File: config.mk
export PLATFORM = sky130hd
export DESIGN_NAME = cpu_controller_flat
export DESIGN_NICKNAME = d
export VERILOG_FILES = /design/src/rtl/cpu_controller_if.sv /design/src/rtl/cpu_controller.sv /design/src/flat_wrapper.sv
export SDC_FILE = /design/constraint.sdc
export NUM_CORES = 1
export LEC_CHECK = 0
export BUFFER_PORTS_ARGS = -buffer_cell sky130_fd_sc_hd__buf_4
export CORE_AREA = 8 8 61 63
export CTS_CLUSTER_DIAMETER = 150
export DETAILED_ROUTE_END_ITERATION = 6
export DIE_AREA = 0 0 69 71
export PLACE_DENSITY = 0.9
export RECOVER_POWER = 50
export SETUP_SLACK_MARGIN = 0.4
export SLEW_MARGIN = 20
export SYNTH_ARGS = -nofsm -noshare
export SYNTH_HDL_FRONTEND = slang
export SYNTH_SLANG_ARGS = --single-unit
export TNS_END_PERCENT = 50
File: constraint.sdc
create_clock -name clk -period 2.7 [get_ports clk]
set_input_delay 0.135 -clock clk [delete_from_list [all_inputs] [get_ports clk]]
set_output_delay 0.135 -clock clk [all_outputs]
set_load 0.02 [all_outputs]
File: src/rtl/cpu_controller_if.sv
// Controller <-> testbench/datapath signal bundle.
interface cpu_controller_if;
  logic        s;
  logic        load;
  logic [15:0] in;
  logic        w;
  logic [1:0]  ALUop;
  logic [1:0]  shift;
  logic [15:0] sximm8;
  logic [15:0] sximm5;
  logic [2:0]  readnum;
  logic [2:0]  writenum;
  logic        write;
  logic        loada;
  logic        loadb;
  logic        loadc;
  logic        loads;
  logic        asel;
  logic        bsel;
  logic [1:0]  vsel;
  logic        illegal;

  modport master (
    output s, load, in,
    input  w, ALUop, shift, sximm8, sximm5, readnum, writenum,
           write, loada, loadb, loadc, loads, asel, bsel, vsel, illegal
  );

  modport slave (
    input  s, load, in,
    output w, ALUop, shift, sximm8, sximm5, readnum, writenum,
           write, loada, loadb, loadc, loads, asel, bsel, vsel, illegal
  );
endinterface

File: src/rtl/cpu_controller.sv
// Multi-cycle instruction controller: IR, decode FSM and Moore datapath controls.
module cpu_controller (
  input  logic              clk,
  input  logic              reset,
  cpu_controller_if.slave   bus
);

  localparam int unsigned IW = 16;

  typedef enum logic [2:0] {
    S_WAIT, S_DECODE, S_WRITE_IMM, S_GET_A, S_GET_B, S_EXEC, S_WRITE_REG
  } state_e;

  state_e        state_q, state_d;
  logic [IW-1:0] ir_q, ir_d;

  logic [2:0] opcode, rn, rd, rm;
  logic [1:0] op, sh;

  logic        w_c, write_c, loada_c, loadb_c, loadc_c, loads_c;
  logic        asel_c, bsel_c, illegal_c;
  logic [1:0]  aluop_c, shift_c, vsel_c;
  logic [2:0]  readnum_c, writenum_c;
  state_e      out_state;

  assign opcode = ir_q[15:13];
  assign op     = ir_q[12:11];
  assign rn     = ir_q[10:8];
  assign rd     = ir_q[7:5];
  assign sh     = ir_q[4:3];
  assign rm     = ir_q[2:0];

  // While reset is held the outputs look like WAIT regardless of the current state.
  assign out_state = reset ? S_WAIT : state_q;

  // State and instruction register.
  always_ff @(posedge clk) begin
    if (reset) begin
      state_q <= S_WAIT;
      ir_q    <= '0;
    end else begin
      state_q <= state_d;
      ir_q    <= ir_d;
    end
  end

  // IR only accepts a new word while idle.
  always_comb begin
    ir_d = ir_q;
    if (state_q == S_WAIT && bus.load) ir_d = bus.in;
  end

  // Next-state logic.
  always_comb begin
    state_d = state_q;
    unique case (state_q)
      S_WAIT:      if (bus.s) state_d = S_DECODE;
      S_DECODE: begin
        unique case ({opcode, op})
          5'b110_10:                     state_d = S_WRITE_IMM;
          5'b110_00, 5'b101_11:          state_d = S_GET_B;
          5'b101_00, 5'b101_01, 5'b101_10: state_d = S_GET_A;
          default:                       state_d = S_WAIT;
        endcase
      end
      S_WRITE_IMM: state_d = S_WAIT;
      S_GET_A:     state_d = S_GET_B;
      S_GET_B:     state_d = S_EXEC;
      S_EXEC:      state_d = ({opcode, op} == 5'b101_01) ? S_WAIT : S_WRITE_REG;
      S_WRITE_REG: state_d = S_WAIT;
      default:     state_d = S_WAIT;
    endcase
  end

  // Moore output decode from state and IR.
  always_comb begin
    w_c        = 1'b0;
    write_c    = 1'b0;
    loada_c    = 1'b0;
    loadb_c    = 1'b0;
    loadc_c    = 1'b0;
    loads_c    = 1'b0;
    asel_c     = 1'b0;
    bsel_c     = 1'b0;
    illegal_c  = 1'b0;
    aluop_c    = 2'b00;
    shift_c    = 2'b00;
    vsel_c     = 2'b00;
    readnum_c  = 3'd0;
    writenum_c = 3'd0;
    unique case (out_state)
      S_WAIT: w_c = 1'b1;
      S_DECODE: begin
        unique case ({opcode, op})
          5'b110_10, 5'b110_00, 5'b101_11,
          5'b101_00, 5'b101_01, 5'b101_10: illegal_c = 1'b0;
          default:                         illegal_c = 1'b1;
        endcase
      end
      S_WRITE_IMM: begin
        writenum_c = rn;
        vsel_c     = 2'b01;
        write_c    = 1'b1;
      end
      S_GET_A: begin
        readnum_c = rn;
        loada_c   = 1'b1;
      end
      S_GET_B: begin
        readnum_c = rm;
        loadb_c   = 1'b1;
      end
      S_EXEC: begin
        shift_c = sh;
        loadc_c = 1'b1;
        if (opcode == 3'b101) begin
          aluop_c = op;
          asel_c  = (op == 2'b11);
          loads_c = (op == 2'b01);
        end else begin
          aluop_c = 2'b00;
          asel_c  = 1'b1;
        end
      end
      S_WRITE_REG: begin
        writenum_c = rd;
        vsel_c     = 2'b00;
        write_c    = 1'b1;
      end
      default: w_c = 1'b0;
    endcase
  end

  assign bus.w        = w_c;
  assign bus.write    = write_c;
  assign bus.loada    = loada_c;
  assign bus.loadb    = loadb_c;
  assign bus.loadc    = loadc_c;
  assign bus.loads    = loads_c;
  assign bus.asel     = asel_c;
  assign bus.bsel     = bsel_c;
  assign bus.illegal  = illegal_c;
  assign bus.ALUop    = aluop_c;
  assign bus.shift    = shift_c;
  assign bus.vsel     = vsel_c;
  assign bus.readnum  = readnum_c;
  assign bus.writenum = writenum_c;
  assign bus.sximm8   = {{(IW-8){ir_q[7]}}, ir_q[7:0]};
  assign bus.sximm5   = {{(IW-5){ir_q[4]}}, ir_q[4:0]};

endmodule

File: src/flat_wrapper.sv
// flat-port wrapper written by rule: the top's interface ports become plain ports
module cpu_controller_flat 
  (clk, reset, bus_s, bus_load, bus_in, bus_w, bus_ALUop, bus_shift, bus_sximm8, bus_sximm5, bus_readnum, bus_writenum, bus_write, bus_loada, bus_loadb, bus_loadc, bus_loads, bus_asel, bus_bsel, bus_vsel, bus_illegal);
  cpu_controller_if bus_i ();
  input  logic clk;
  input  logic reset;
  input wire logic [$bits(bus_i.s)-1:0] bus_s;
  input wire logic [$bits(bus_i.load)-1:0] bus_load;
  input wire logic [$bits(bus_i.in)-1:0] bus_in;
  output wire logic [$bits(bus_i.w)-1:0] bus_w;
  output wire logic [$bits(bus_i.ALUop)-1:0] bus_ALUop;
  output wire logic [$bits(bus_i.shift)-1:0] bus_shift;
  output wire logic [$bits(bus_i.sximm8)-1:0] bus_sximm8;
  output wire logic [$bits(bus_i.sximm5)-1:0] bus_sximm5;
  output wire logic [$bits(bus_i.readnum)-1:0] bus_readnum;
  output wire logic [$bits(bus_i.writenum)-1:0] bus_writenum;
  output wire logic [$bits(bus_i.write)-1:0] bus_write;
  output wire logic [$bits(bus_i.loada)-1:0] bus_loada;
  output wire logic [$bits(bus_i.loadb)-1:0] bus_loadb;
  output wire logic [$bits(bus_i.loadc)-1:0] bus_loadc;
  output wire logic [$bits(bus_i.loads)-1:0] bus_loads;
  output wire logic [$bits(bus_i.asel)-1:0] bus_asel;
  output wire logic [$bits(bus_i.bsel)-1:0] bus_bsel;
  output wire logic [$bits(bus_i.vsel)-1:0] bus_vsel;
  output wire logic [$bits(bus_i.illegal)-1:0] bus_illegal;
  assign bus_i.s = bus_s;
  assign bus_i.load = bus_load;
  assign bus_i.in = bus_in;
  assign bus_w = bus_i.w;
  assign bus_ALUop = bus_i.ALUop;
  assign bus_shift = bus_i.shift;
  assign bus_sximm8 = bus_i.sximm8;
  assign bus_sximm5 = bus_i.sximm5;
  assign bus_readnum = bus_i.readnum;
  assign bus_writenum = bus_i.writenum;
  assign bus_write = bus_i.write;
  assign bus_loada = bus_i.loada;
  assign bus_loadb = bus_i.loadb;
  assign bus_loadc = bus_i.loadc;
  assign bus_loads = bus_i.loads;
  assign bus_asel = bus_i.asel;
  assign bus_bsel = bus_i.bsel;
  assign bus_vsel = bus_i.vsel;
  assign bus_illegal = bus_i.illegal;
  cpu_controller u_core (.clk(clk), .reset(reset), .bus(bus_i));
endmodule
==> results.json <==
{
  "slew_headroom": 0.4880,
  "post_cts_resized": 0,
  "syn_to_final_growth_pct": 13.39,
  "htreeDepth": 1,
  "layout_common_cells": "buf_4, nand2_1, clkbuf_1",
  "p_sw_frac": 0.3322,
  "drive_gt1_frac": 0.2183,
  "antenna_found_initial": 0,
  "slowest_stage": "dfxtp_1",
  "required_ns": 2.57,
  "holdPathEnd": "u_core.ir_q[14]$_SDFFE_PP0P_",
  "max_freq_ghz": 0.5118,
  "grt_overflow_total": 0,
  "cts_tree": "built",
  "clk_latency_ns": 0.29,
  "p_per_area_nw_per_um2": 431.2,
  "hold_depth": 3,
  "finalSetupViolCount": 0,
  "critPathLaunchType": "flop",
  "ys_types": 33,
  "cts_setup_buffers": 0,
  "synth_edf_count": 0,
  "reg2regPathDepth": 3,
  "r2r-start": "u_core.state_q[2]$_SDFFE_PP0P_",
  "r2r_setup_slack_ns": 1.05,
  "clk_pin_slew_worst_paths_ns": 0.10,
  "crit_chain": "and4bb_1 > and3_1 > and3b_1 > buf_4",
  "vdd_ir_drop_max_mv": 0.3434,
  "die_x_um": 69,
  "hold_path.startpoint": "bus_in[14]",
  "drt_wl_total_um": 3158,
  "finClkSkew_ns": 0.0007520,
  "final_nets": 218,
  "hold_viol": 0,
  "ys_seq_area_frac": 0.3037,
  "antenna-diode-count": 0,
  "multiInputGateArea_um2": 559.3,
  "dr.pass1.iters": 4,
  "die-area_um2": 4899,
  "period_share": 0.7237,
  "routed_via_density": 4.952,
  "ys_ff_latch": 19,
  "hpwl_um": 2536,
  "slew_viol_final": 0,
  "drc": 0,
  "cts_made_buffers": 3,
  "critPathMaxFanout": 13,
  "grt_pass1_wl_um": 4968,
  "p_leak_nw": 0.5930,
  "max_stage_delay_ns": 0.63,
  "period_needed_ns": 1.954,
  "design.core.area_um2": 2853,
  "endpoint_kind": "output pin",
  "clockPowerShare": 0.229,
  "combinationalPowerShare": 0.244,
  "start_util": 0.4390,
  "wl_per_cell_um": 13.73,
  "fin_cells": 230,
  "rsz0062_at_grt": "no",
  "ys.flop_type": "dfxtp_1",
  "hold_class": "input pin to flop",
  "outcome": "completed",
  "ant_nets": 0,
  "finalSetupTns_ns": 0,
  "synth_area_um2": 1252,
  "cts_hold_buf": 0,
  "crit_type": "flop to output pin",
  "ios": 73,
  "syn_avg_cell_area_um2": 7.545,
  "yosys_warnings": 0,
  "final_common_cell": "buf_4",
  "drt_iter0_drc": 23,
  "fp-row-count": 20,
  "drv_cap": 0,
  "path_delay_family": "simple AND/OR/NAND/NOR gates",
  "dp_cells": 226,
  "io_buffers": 70,
  "tightest_slew_ns": 0.7648,
  "whs_ns": 0.08164,
  "die_h_um": 71,
  "vias": 1139,
  "p_int_w": 0.0004090,
  "async_flop_share": 0,
  "grt_max_degree": 26,
  "grt_usage": 0.1155,
  "r2r-end": "u_core.ir_q[10]$_SDFFE_PP0P_",
  "cts_root_buffer": "clkbuf_4",
  "grt_pass1_vias": 1069,
  "path_buf_inv": 1,
  "netlist_instances": 166,
  "p_sw_w": 0.0002034,
  "register_area_um2": 380.4,
  "cp_data_arrival_time_ns": 1.82,
  "place_congestion": 0.7931,
  "cts_max_path_buffers": 2,
  "cts.sinks": 19,
  "pwr-share-seq": 0.527,
  "fill_cells": 318
}
-- worst min-delay path: cells and delay by family --
kind,cells,cell delay (ns)
and+or+nand+nor,1,0.05
buffers and inverters,1,0.11
AOI/OAI and AO/OA,1,0.05
-- registers in the layout, indices dropped and copies added (netlist names) --
signal	flops
u_core.ir_q	16
u_core.state_q	3
-- cells by family (layout without fill, tap and decap cells) --
| group | count (synthesis) | after routing | share of synthesized area |
|---|---|---|---|
| buffers and inverters | 46 | 76 | 0.2527 |
| AO/OA/AOI/OAI | 28 | 28 | 0.1319 |
| multiplexers | 3 | 3 | 0.02398 |
| other | 1 | 2 | 0.002994 |
| AND/OR/NAND/NOR | 69 | 69 | 0.2847 |
| flip-flops | 19 | 19 | 0.3037 |
-- cell usage after synthesis (2+ instances only) --
| master | count | share of area |
|---|---|---|
| buf_4 | 35 | 0.21 |
| nand2_1 | 34 | 0.10 |
| dfxtp_1 | 19 | 0.30 |
| a21oi_1 | 17 | 0.068 |
| nor2_1 | 9 | 0.027 |
| and2_1 | 5 | 0.025 |
| buf_2 | 4 | 0.016 |
| clkbuf_1 | 4 | 0.012 |
| a32oi_1 | 3 | 0.021 |
| mux2i_1 | 3 | 0.024 |
| nor2b_1 | 3 | 0.015 |
| nor3b_1 | 3 | 0.018 |
| o21ai_0 | 3 | 0.012 |
| and3_1 | 2 | 0.010 |
| inv_1 | 2 | 0.0060 |
| nand4_1 | 2 | 0.010 |
| nor3_1 | 2 | 0.0080 |
-- area by class of cell --
type                            instances  share of cell area
Sequential cell                        19              0.2678
Inverter                                2            0.005286
Timing Repair Buffer                   70              0.2855
Multi-Input combinational cell        102              0.3938
Clock buffer                            4             0.01850
Tap cell                               33             0.02907
-- metal layers --
metal / GRT usage / vias up / wire (µm)
met4: 0.02050 / 0 / 19
li1: - / 580 / -
met1: 0.1312 / 512 / 1354
met2: 0.2131 / 45 / 1588
met3: 0.02797 / 2 / 195
met5: 0 / - / 0
-- metrics by stage --
step	instance area (µm²)	worst slack [ns]	util	total power [W]
after global placement	1514	1.079	0.5307	0.0005015
after CTS	1540	0.7190	0.5399	0.0006436
after detailed placement	1514	1.039	0.5307	0.0005058
after global routing	1420	0.5939	0.4978	0.0006441
final	1420	0.7459	0.4978	0.0006124
after floorplan	1256	1.209	-	0.0004691
-- how the worst max path moves through the flow --
stage                                              start                           to  slack [ns]  depth (start not counted)
after floorplan           u_core.state_q[1]$_SDFFE_PP0P_                    bus_loads        1.21                          4
after global placement    u_core.state_q[2]$_SDFFE_PP0P_  u_core.ir_q[3]$_SDFFE_PP0P_        1.08                          3
after detailed placement  u_core.state_q[2]$_SDFFE_PP0P_  u_core.ir_q[8]$_SDFFE_PP0P_        1.04                          3
final                     u_core.state_q[2]$_SDFFE_PP0P_                    bus_loads        0.75                          4
after global routing      u_core.state_q[2]$_SDFFE_PP0P_                    bus_loads        0.59                          4
after CTS                 u_core.state_q[2]$_SDFFE_PP0P_                    bus_loads        0.72                          4
-- power by group through the flow --
| stage | combinational [W] | clock, W | sequential (W) |
|---|---|---|---|
| 3_5_place_dp | 0.000176 | 0 | 0.000330 |
| 4_1_cts | 0.000176 | 0.000144 | 0.000324 |
| 5_1_grt | 0.000164 | 0.000153 | 0.000327 |
| 3_3_place_gp | 0.000173 | 0 | 0.000329 |
| 2_1_floorplan | 0.000150 | 0 | 0.000319 |
| 6_report | 0.000149 | 0.000140 | 0.000323 |
Power figures use the tool's default switching activity.
